### src/rtl/tlcd_pkg.sv
// Shared constants and helpers for the HD44780-style LCD bus monitor.
package tlcd_pkg;

  // Command-class masks; the highest set bit of a command selects its class.
  localparam logic [7:0] CMD_DDRAM = 8'h80;
  localparam logic [7:0] CMD_CGRAM = 8'h40;
  localparam logic [7:0] CMD_FUNC  = 8'h20;
  localparam logic [7:0] CMD_SHIFT = 8'h10;
  localparam logic [7:0] CMD_DISP  = 8'h08;
  localparam logic [7:0] CMD_ENTRY = 8'h04;
  localparam logic [7:0] CMD_HOME  = 8'h02;
  localparam logic [7:0] CMD_CLEAR = 8'h01;

  // DDRAM line bases and last addresses of each 40-character line.
  localparam logic [6:0] LINE1_BASE = 7'h00;
  localparam logic [6:0] LINE2_BASE = 7'h40;
  localparam logic [6:0] LINE1_END  = 7'h27;
  localparam logic [6:0] LINE2_END  = 7'h67;

  localparam logic [7:0] SPACE = 8'h20;

  typedef enum logic {
    CLR_IDLE  = 1'b0,
    CLR_CLEAR = 1'b1
  } clr_state_t;

  typedef struct packed {
    logic       e;
    logic       rs;
    logic       rw;
    logic [7:0] data;
  } bus_sample_t;

  // Next DDRAM address; the two lines form one 80-character ring.
  function automatic logic [6:0] ddram_step(input logic [6:0] ac, input logic id);
    logic [6:0] nxt;
    if (id) begin
      if (ac == LINE1_END)      nxt = LINE2_BASE;
      else if (ac == LINE2_END) nxt = LINE1_BASE;
      else                      nxt = ac + 7'd1;
    end else begin
      if (ac == LINE1_BASE)      nxt = LINE2_END;
      else if (ac == LINE2_BASE) nxt = LINE1_END;
      else                       nxt = ac - 7'd1;
    end
    return nxt;
  endfunction

endpackage

### src/rtl/tlcd_bus_sampler.sv
// Two-stage sampler of the LCD bus; flags a transfer on the falling edge of E.
module tlcd_bus_sampler
  import tlcd_pkg::*;
(
  input  logic       i_clk,
  input  logic       i_rst_n,
  input  logic       i_e,
  input  logic       i_rs,
  input  logic       i_rw,
  input  logic [7:0] i_data,
  output logic       o_xfer,
  output logic       o_rs,
  output logic       o_rw,
  output logic [7:0] o_data
);

  bus_sample_t r_s1;
  bus_sample_t r_s2;

  // Shift the bus through s1 then s2.
  always_ff @(posedge i_clk or negedge i_rst_n) begin
    if (!i_rst_n) begin
      r_s1 <= '0;
      r_s2 <= '0;
    end else begin
      r_s1 <= '{e: i_e, rs: i_rs, rw: i_rw, data: i_data};
      r_s2 <= r_s1;
    end
  end

  // s2 still holds the fields captured while E was high.
  assign o_xfer = ~r_s1.e & r_s2.e;
  assign o_rs   = r_s2.rs;
  assign o_rw   = r_s2.rw;
  assign o_data = r_s2.data;

endmodule

### src/rtl/tlcd_bus_monitor.sv
// Passive LCD bus monitor: shadows the visible DDRAM, tracks the address
// counter and mode bits, and reports CGRAM writes.
module tlcd_bus_monitor
  import tlcd_pkg::*;
(
  input  logic       CLK,
  input  logic       RESETN,
  input  logic       TLCD_E,
  input  logic       TLCD_RS,
  input  logic       TLCD_RW,
  input  logic [7:0] TLCD_DATA,
  input  logic [4:0] RD_ADDR,
  output logic [7:0] RD_DATA,
  output logic [6:0] AC,
  output logic       CG_MODE,
  output logic       DISP_ON,
  output logic       BUSY,
  output logic       CG_WR,
  output logic [5:0] CG_ADDR,
  output logic [7:0] CG_DATA,
  output logic       OVERRUN,
  output logic       RD_ERR
);

  logic       w_xfer;
  logic       w_rs;
  logic       w_rw;
  logic [7:0] w_data;

  clr_state_t r_state;
  logic [4:0] r_clr_idx;
  logic [7:0] r_shadow [32];
  logic [6:0] r_ac;
  logic       r_id;
  logic       r_cg_mode;
  logic       r_disp_on;
  logic       r_busy;
  logic       r_cg_wr;
  logic [5:0] r_cg_addr;
  logic [7:0] r_cg_data;
  logic       r_overrun;
  logic       r_rd_err;
  logic [7:0] r_rd_data;

  tlcd_bus_sampler u_sampler (
    .i_clk   (CLK),
    .i_rst_n (RESETN),
    .i_e     (TLCD_E),
    .i_rs    (TLCD_RS),
    .i_rw    (TLCD_RW),
    .i_data  (TLCD_DATA),
    .o_xfer  (w_xfer),
    .o_rs    (w_rs),
    .o_rw    (w_rw),
    .o_data  (w_data)
  );

  // Transfer decode, shadow writes and the clear sequencer.
  always_ff @(posedge CLK or negedge RESETN) begin
    if (!RESETN) begin
      r_state   <= CLR_IDLE;
      r_clr_idx <= '0;
      r_shadow  <= '{default: SPACE};
      r_ac      <= '0;
      r_id      <= 1'b1;
      r_cg_mode <= 1'b0;
      r_disp_on <= 1'b0;
      r_busy    <= 1'b0;
      r_cg_wr   <= 1'b0;
      r_cg_addr <= '0;
      r_cg_data <= '0;
      r_overrun <= 1'b0;
      r_rd_err  <= 1'b0;
    end else begin
      r_cg_wr <= 1'b0;
      case (r_state)
        CLR_CLEAR: begin
          r_shadow[r_clr_idx] <= SPACE;
          r_clr_idx           <= r_clr_idx + 5'd1;
          if (w_xfer) r_overrun <= 1'b1;
          if (r_clr_idx == 5'd31) begin
            r_ac      <= LINE1_BASE;
            r_cg_mode <= 1'b0;
            r_id      <= 1'b1;
            r_busy    <= 1'b0;
            r_state   <= CLR_IDLE;
          end
        end
        default: begin
          if (w_xfer) begin
            if (w_rw) begin
              r_rd_err <= 1'b1;
            end else if (!w_rs) begin
              if ((w_data & CMD_DDRAM) != '0) begin
                r_ac      <= w_data[6:0];
                r_cg_mode <= 1'b0;
              end else if ((w_data & CMD_CGRAM) != '0) begin
                r_ac      <= {1'b0, w_data[5:0]};
                r_cg_mode <= 1'b1;
              end else if ((w_data & (CMD_FUNC | CMD_SHIFT)) != '0) begin
                r_ac <= r_ac;
              end else if ((w_data & CMD_DISP) != '0) begin
                r_disp_on <= w_data[2];
              end else if ((w_data & CMD_ENTRY) != '0) begin
                r_id <= w_data[1];
              end else if ((w_data & CMD_HOME) != '0) begin
                r_ac      <= LINE1_BASE;
                r_cg_mode <= 1'b0;
              end else if ((w_data & CMD_CLEAR) != '0) begin
                r_state   <= CLR_CLEAR;
                r_clr_idx <= '0;
                r_busy    <= 1'b1;
              end
            end else if (r_cg_mode) begin
              r_cg_wr   <= 1'b1;
              r_cg_addr <= r_ac[5:0];
              r_cg_data <= w_data;
              r_ac      <= {1'b0, (r_id ? r_ac[5:0] + 6'd1 : r_ac[5:0] - 6'd1)};
            end else begin
              // Only the first 16 columns of each line are shadowed.
              if (r_ac[6:4] == 3'b000)      r_shadow[{1'b0, r_ac[3:0]}] <= w_data;
              else if (r_ac[6:4] == 3'b100) r_shadow[{1'b1, r_ac[3:0]}] <= w_data;
              r_ac <= ddram_step(r_ac, r_id);
            end
          end
        end
      endcase
    end
  end

  // Registered read port; a same-edge write is seen one cycle later.
  always_ff @(posedge CLK or negedge RESETN) begin
    if (!RESETN) r_rd_data <= '0;
    else         r_rd_data <= r_shadow[RD_ADDR];
  end

  assign RD_DATA = r_rd_data;
  assign AC      = r_ac;
  assign CG_MODE = r_cg_mode;
  assign DISP_ON = r_disp_on;
  assign BUSY    = r_busy;
  assign CG_WR   = r_cg_wr;
  assign CG_ADDR = r_cg_addr;
  assign CG_DATA = r_cg_data;
  assign OVERRUN = r_overrun;
  assign RD_ERR  = r_rd_err;

endmodule

### config.mk
export PLATFORM = sky130hd
export DESIGN_NAME = tlcd_bus_monitor
export DESIGN_NICKNAME = d
export VERILOG_FILES = /design/src/rtl/tlcd_pkg.sv /design/src/rtl/tlcd_bus_sampler.sv /design/src/rtl/tlcd_bus_monitor.sv
export SDC_FILE = /design/constraint.sdc
export NUM_CORES = 1
export LEC_CHECK = 0
export CORE_MARGIN = 8
export CORE_UTILIZATION = 45
export CTS_BUF_LIST = sky130_fd_sc_hd__clkbuf_8
export CTS_CLUSTER_DIAMETER = 120
export CTS_CLUSTER_SIZE = 10
export DETAILED_ROUTE_END_ITERATION = 8
export PLACE_DENSITY = 0.62
export SKIP_LAST_GASP = 1
export SLEW_MARGIN = 20
export SYNTH_ARGS = -nofsm -noshare
export SYNTH_HDL_FRONTEND = slang
export SYNTH_HIERARCHICAL = 1
export SYNTH_SLANG_ARGS = --single-unit
### constraint.sdc
create_clock -name CLK -period 7.2 [get_ports CLK]
set_input_delay 1.08 -clock CLK [delete_from_list [all_inputs] [get_ports CLK]]
set_output_delay 1.08 -clock CLK [all_outputs]
set_load 0.01 [all_outputs]
==> results by stage <==
Outcome:
- The flow ran to the end, and the final reports show no timing, DRC or antenna violations.

Final layout:
- The area added between synthesis and finish is 8.925%.
- With fillers left out, the area of the finished cells amounts to 16450 sq um.
- The layout cell share with drive strength beyond 1 is 0.1808.
- The most common cell after layout, fill and taps aside is dfrtp_1.
- Once layout is complete, the cells apart from fillers number 1643.
- In the layout the commonest cells are dfrtp_1 (287), a22o_1 (179), mux4_2 (80).
- The count of nets after finishing is 1214.
- The count of antenna diodes in the layout is 0.

Detailed routing:
- The final antenna-violating net count is 0.
- For this block, the routed nets add up to 48.27 mm of wire.
- The post-route DRC violation count is 0.
- The routed via count is 11070.
- For this block, the initial DRC count from the detailed router was 1494.
- The number of iterations in the first detailed-routing pass is 6.
- The average detailed-routed wire length per instance is 29.38 um.
- The per-cell via count in the routed design is 6.735.

GRT:
- The total grt overflow is 0.
- Entering global routing, the biggest net connects 197 pins.
- The aggregate global-route resource usage is 0.2469.
- The number of global-route vias before repair is 11040.
- The first global-routing pass estimated 73.04 mm of wire.
- The initial antenna violation count was 0.

Place:
- The count of buffers added on input and output ports is 52.
- The total instance count after detailed placement is 1589.
- The post-DP HPWL is 31.79 mm.
- The cell area after placement is 15820 sq um.
- The congestion estimate from routability-driven global placement came to 0.9397.
- Timing analysis after detailed placement gives a worst setup slack of 3.403 ns.

Worst setup path:
- The worst setup path is of the reg -> reg kind.
- For the worst setup path, the data required time is 7.70 ns.
- In this run the worst setup path begins at u_sampler/o_rs$_DFF_PN0_.
- The endpoint arrival time on the critical path is 4.16 ns.
- The worst setup path is captured at a flop.
- The source of the worst register-to-register timing path is u_sampler/o_rs$_DFF_PN0_.
- In this run the worst path has a maximum fanout of 20.
- The startpoint class of the critical path is a flop.

STA:
- Dividing the final minimum period by the clock period gives 0.5086.
- The total count of hold-check failures in the final report came to 0.
- Timing would allow up to 273.1 MHz.
- At the pin with the least slew margin, the transition time is 1.191 ns.
- Setup repair after global routing left no endpoint under its margin.
- The worst max-slew margin expressed relative to the limit is 0.2059.
- After layout, the minimum clock period comes to 3.662 ns.
- The count of final max-slew check failures is 0.
- The number of endpoints failing setup at the final stage is 0.
- On the final layout, the worst clock skew is 0.03372 ns.
- The sum of negative setup slack is 0 ns.
- The post-layout worst setup margin is 3.538 ns.
- Hold is met by 0.3508 ns.

Power:
- The analysis attributes to net switching a power of 1726 uW.
- The internal power consumption is 2999 uW.
- Dividing total power by cell area gives a power density of 287.3 nW/um^2.
- VDD sags by at most 0.1890 mV.
- The combinational power share is 0.279.
- Summed over all cells, the static leakage comes to 0.007029 uW.
- Of the total power, the share spent switching nets is 0.3653.
- The clock group share of total power is 0.244.
- Of the total power, registers draw 0.477.

Yosys:
- The number of nets in the synthesized netlist is 1217.
- After synthesis, the mean cell area works out to 12.75 sq um.
- The post-synthesis instance area is 15100 sq um.
- The dominant combinational cell family by area after synthesis is compound AO/OA/AOI/OAI gates.
- The share of async-settable or async-resettable flops after synthesis is 1.000.
- The number of flops mapped to enable cells by yosys is 0.
- Of the total synthesized cell area, the portion taken by AND, OR, NAND and NOR gates is 0.07657.
- The xor/xnor cell area share of the yosys netlist is 0.003481.
- The complex-gate fraction of the synthesized area is 0.1978.
- After synthesis the netlist holds a flip-flop and latch count of 320.
- The adder-cell share of the synthesized area is 0.01293.
- The sequential area share after synthesis is 0.5331.
- The number of distinct standard cells referenced by the synthesized netlist is 72.
- Among all flip-flop cells after synthesis, the most frequent one is dfrtp_1.
- The number of warnings printed during yosys synthesis is 6.
- Measured against the total synthesized area, the mux share comes to 0.1385.
- The number of cells produced by synthesis is 1184.

Hold path:
- The startpoint identified for the worst hold timing path is u_sampler/r_s1[4]$_DFF_PN0_.
- The class of the tightest hold or removal check is reg -> reg.

Clock network:
- The clock transition at the register clock pins on the worst setup and hold paths after CTS is 0.07 ns.
- The number of cells upsized or downsized after cts is 0.
- Post-CTS timing repair inserted 0 buffers for setup.
- Counting along the longest clock path gives a buffer depth of 3.
- Clock tree synthesis selected as its root buffer the cell clkbuf_8.
- The CTS tree is done.
- In this run, post-CTS hold repair placed 0 buffers.
- In this run, CTS created clock tree buffers numbering 37.
- At the later pin of the worst-skew pair, clock insertion delay measures 0.59 ns.
- The clock sink count is 320.
- The number of H-tree levels is 2.

Floorplanning:
- The total core area is 33280 sq um.
- From left edge to right edge, the die measures 199.2 um.
- 53 I/O pins were placed.
- The die is 199.2 um tall.
- The number of placement rows is 67.
- For this configuration, the core starts out at a cell density of 0.4537.
- The floorplan die area is 39670 sq um.

Job:
- The number of maximum-capacitance constraint violations is 0.
worst max-delay path, stage by stage (launching register included):
cell	delay, ns
dfrtp_1	0.75
and4bb_2	0.34
nand3_1	0.43
nor2_1	1.05
and2_1	0.75
a22o_1	0.25
area by class of cell:
class | instances | area [sq um]
Tap cell | 448 | 560.5
Clock inverter | 14 | 56.30
Timing Repair Buffer | 69 | 678.2
Sequential cell | 320 | 8049
Fill cell | 2966 | 16830
Inverter | 16 | 60.06
Clock buffer | 39 | 536.8
Multi-Input combinational cell | 737 | 6505
registers in the layout, summed over array words and instances, names as in the netlist, 5 cells and up:
register          flops
u_sampler/r_s1       11
u_sampler/o_data      8
RD_DATA               8
CG_ADDR               6
r_shadow            256
r_clr_idx             5
CG_DATA               8
AC                    7
power groups by stage:
stage | clock (uW) | sequential, uW | combinational, uW
2_1_floorplan | 0 | 2150 | 909
3_3_place_gp | 0 | 2280 | 1270
3_5_place_dp | 0 | 2280 | 1290
4_1_cts | 1170 | 2250 | 1290
5_1_grt | 1230 | 2280 | 1420
6_report | 1150 | 2250 | 1320
final timing paths:
check / end / slack, ns / depth (start not counted)
max: r_shadow[92]$_DFFE_PN0P_ / 3.54 / 5
min in group asynchronous: r_shadow[17]$_DFFE_PN0P_ / 0.60 / 1
max reg2reg: r_shadow[92]$_DFFE_PN0P_ / 3.54 / 5
max in group asynchronous: r_shadow[32]$_DFFE_PN0P_ / 4.98 / 3
min: u_sampler/o_data[4]$_DFF_PN0_ / 0.35 / 0
min reg2reg: u_sampler/o_data[4]$_DFF_PN0_ / 0.35 / 0
stage by stage:
| step | total power [uW] | utilization |
|---|---|---|
| after floorplan | 3061 | - |
| after global placement | 3553 | 0.4754 |
| after detailed placement | 3571 | 0.4754 |
| after CTS | 4709 | 0.4932 |
| after global routing | 4928 | 0.4942 |
| final | 4725 | 0.4942 |
logic make-up (layout without fill, tap and decap cells):
family | Yosys count | after routing
flops | 320 | 320
buf+inv | 127 | 138
compound gates | 374 | 374
fa+ha+maj | 15 | 15
mux | 106 | 106
simple gates | 236 | 236
xor+xnor | 6 | 6
per-layer routing:
layer / up-vias / GRT usage / wire (um) / part of all wire
met1: 5775 / 0.3479 / 20370 / 0.42
met2: 630 / 0.3682 / 21420 / 0.44
met3: 120 / 0.05204 / 4348 / 0.090
met4: 0 / 0.1021 / 2130 / 0.044
met5: - / 0 / 0 / 0
li1: 4541 / - / - / -
cell usage after synthesis, types with 4 or more instances:
library cell | count | share of area
mux2_2 | 23 | 0.017
nand4_1 | 4 | 0.0017
dfrtp_1 | 287 | 0.48
o21ai_0 | 31 | 0.010
nand2_1 | 69 | 0.017
a22o_1 | 179 | 0.10
a32o_1 | 20 | 0.013
nor2_1 | 71 | 0.018
xnor2_1 | 4 | 0.0023
nand3_1 | 13 | 0.0043
o32a_1 | 6 | 0.0040
and3_1 | 8 | 0.0033
dfstp_2 | 33 | 0.057
and2_1 | 15 | 0.0062
nor2b_1 | 6 | 0.0025
a311o_1 | 14 | 0.0093
inv_1 | 15 | 0.0037
or2_2 | 4 | 0.0017
clkbuf_1 | 66 | 0.016
mux4_2 | 80 | 0.12
buf_4 | 13 | 0.0065
nand3b_1 | 4 | 0.0020
ha_1 | 14 | 0.012
a22oi_1 | 5 | 0.0025
o22ai_1 | 11 | 0.0046
a2bb2o_1 | 4 | 0.0027
nor3_1 | 16 | 0.0053
buf_2 | 27 | 0.0090
a21oi_1 | 41 | 0.014
a31oi_1 | 6 | 0.0025
a21boi_0 | 14 | 0.0070
o2bb2ai_1 | 15 | 0.0087
Note: power is estimated with default switching activity, not from simulation.
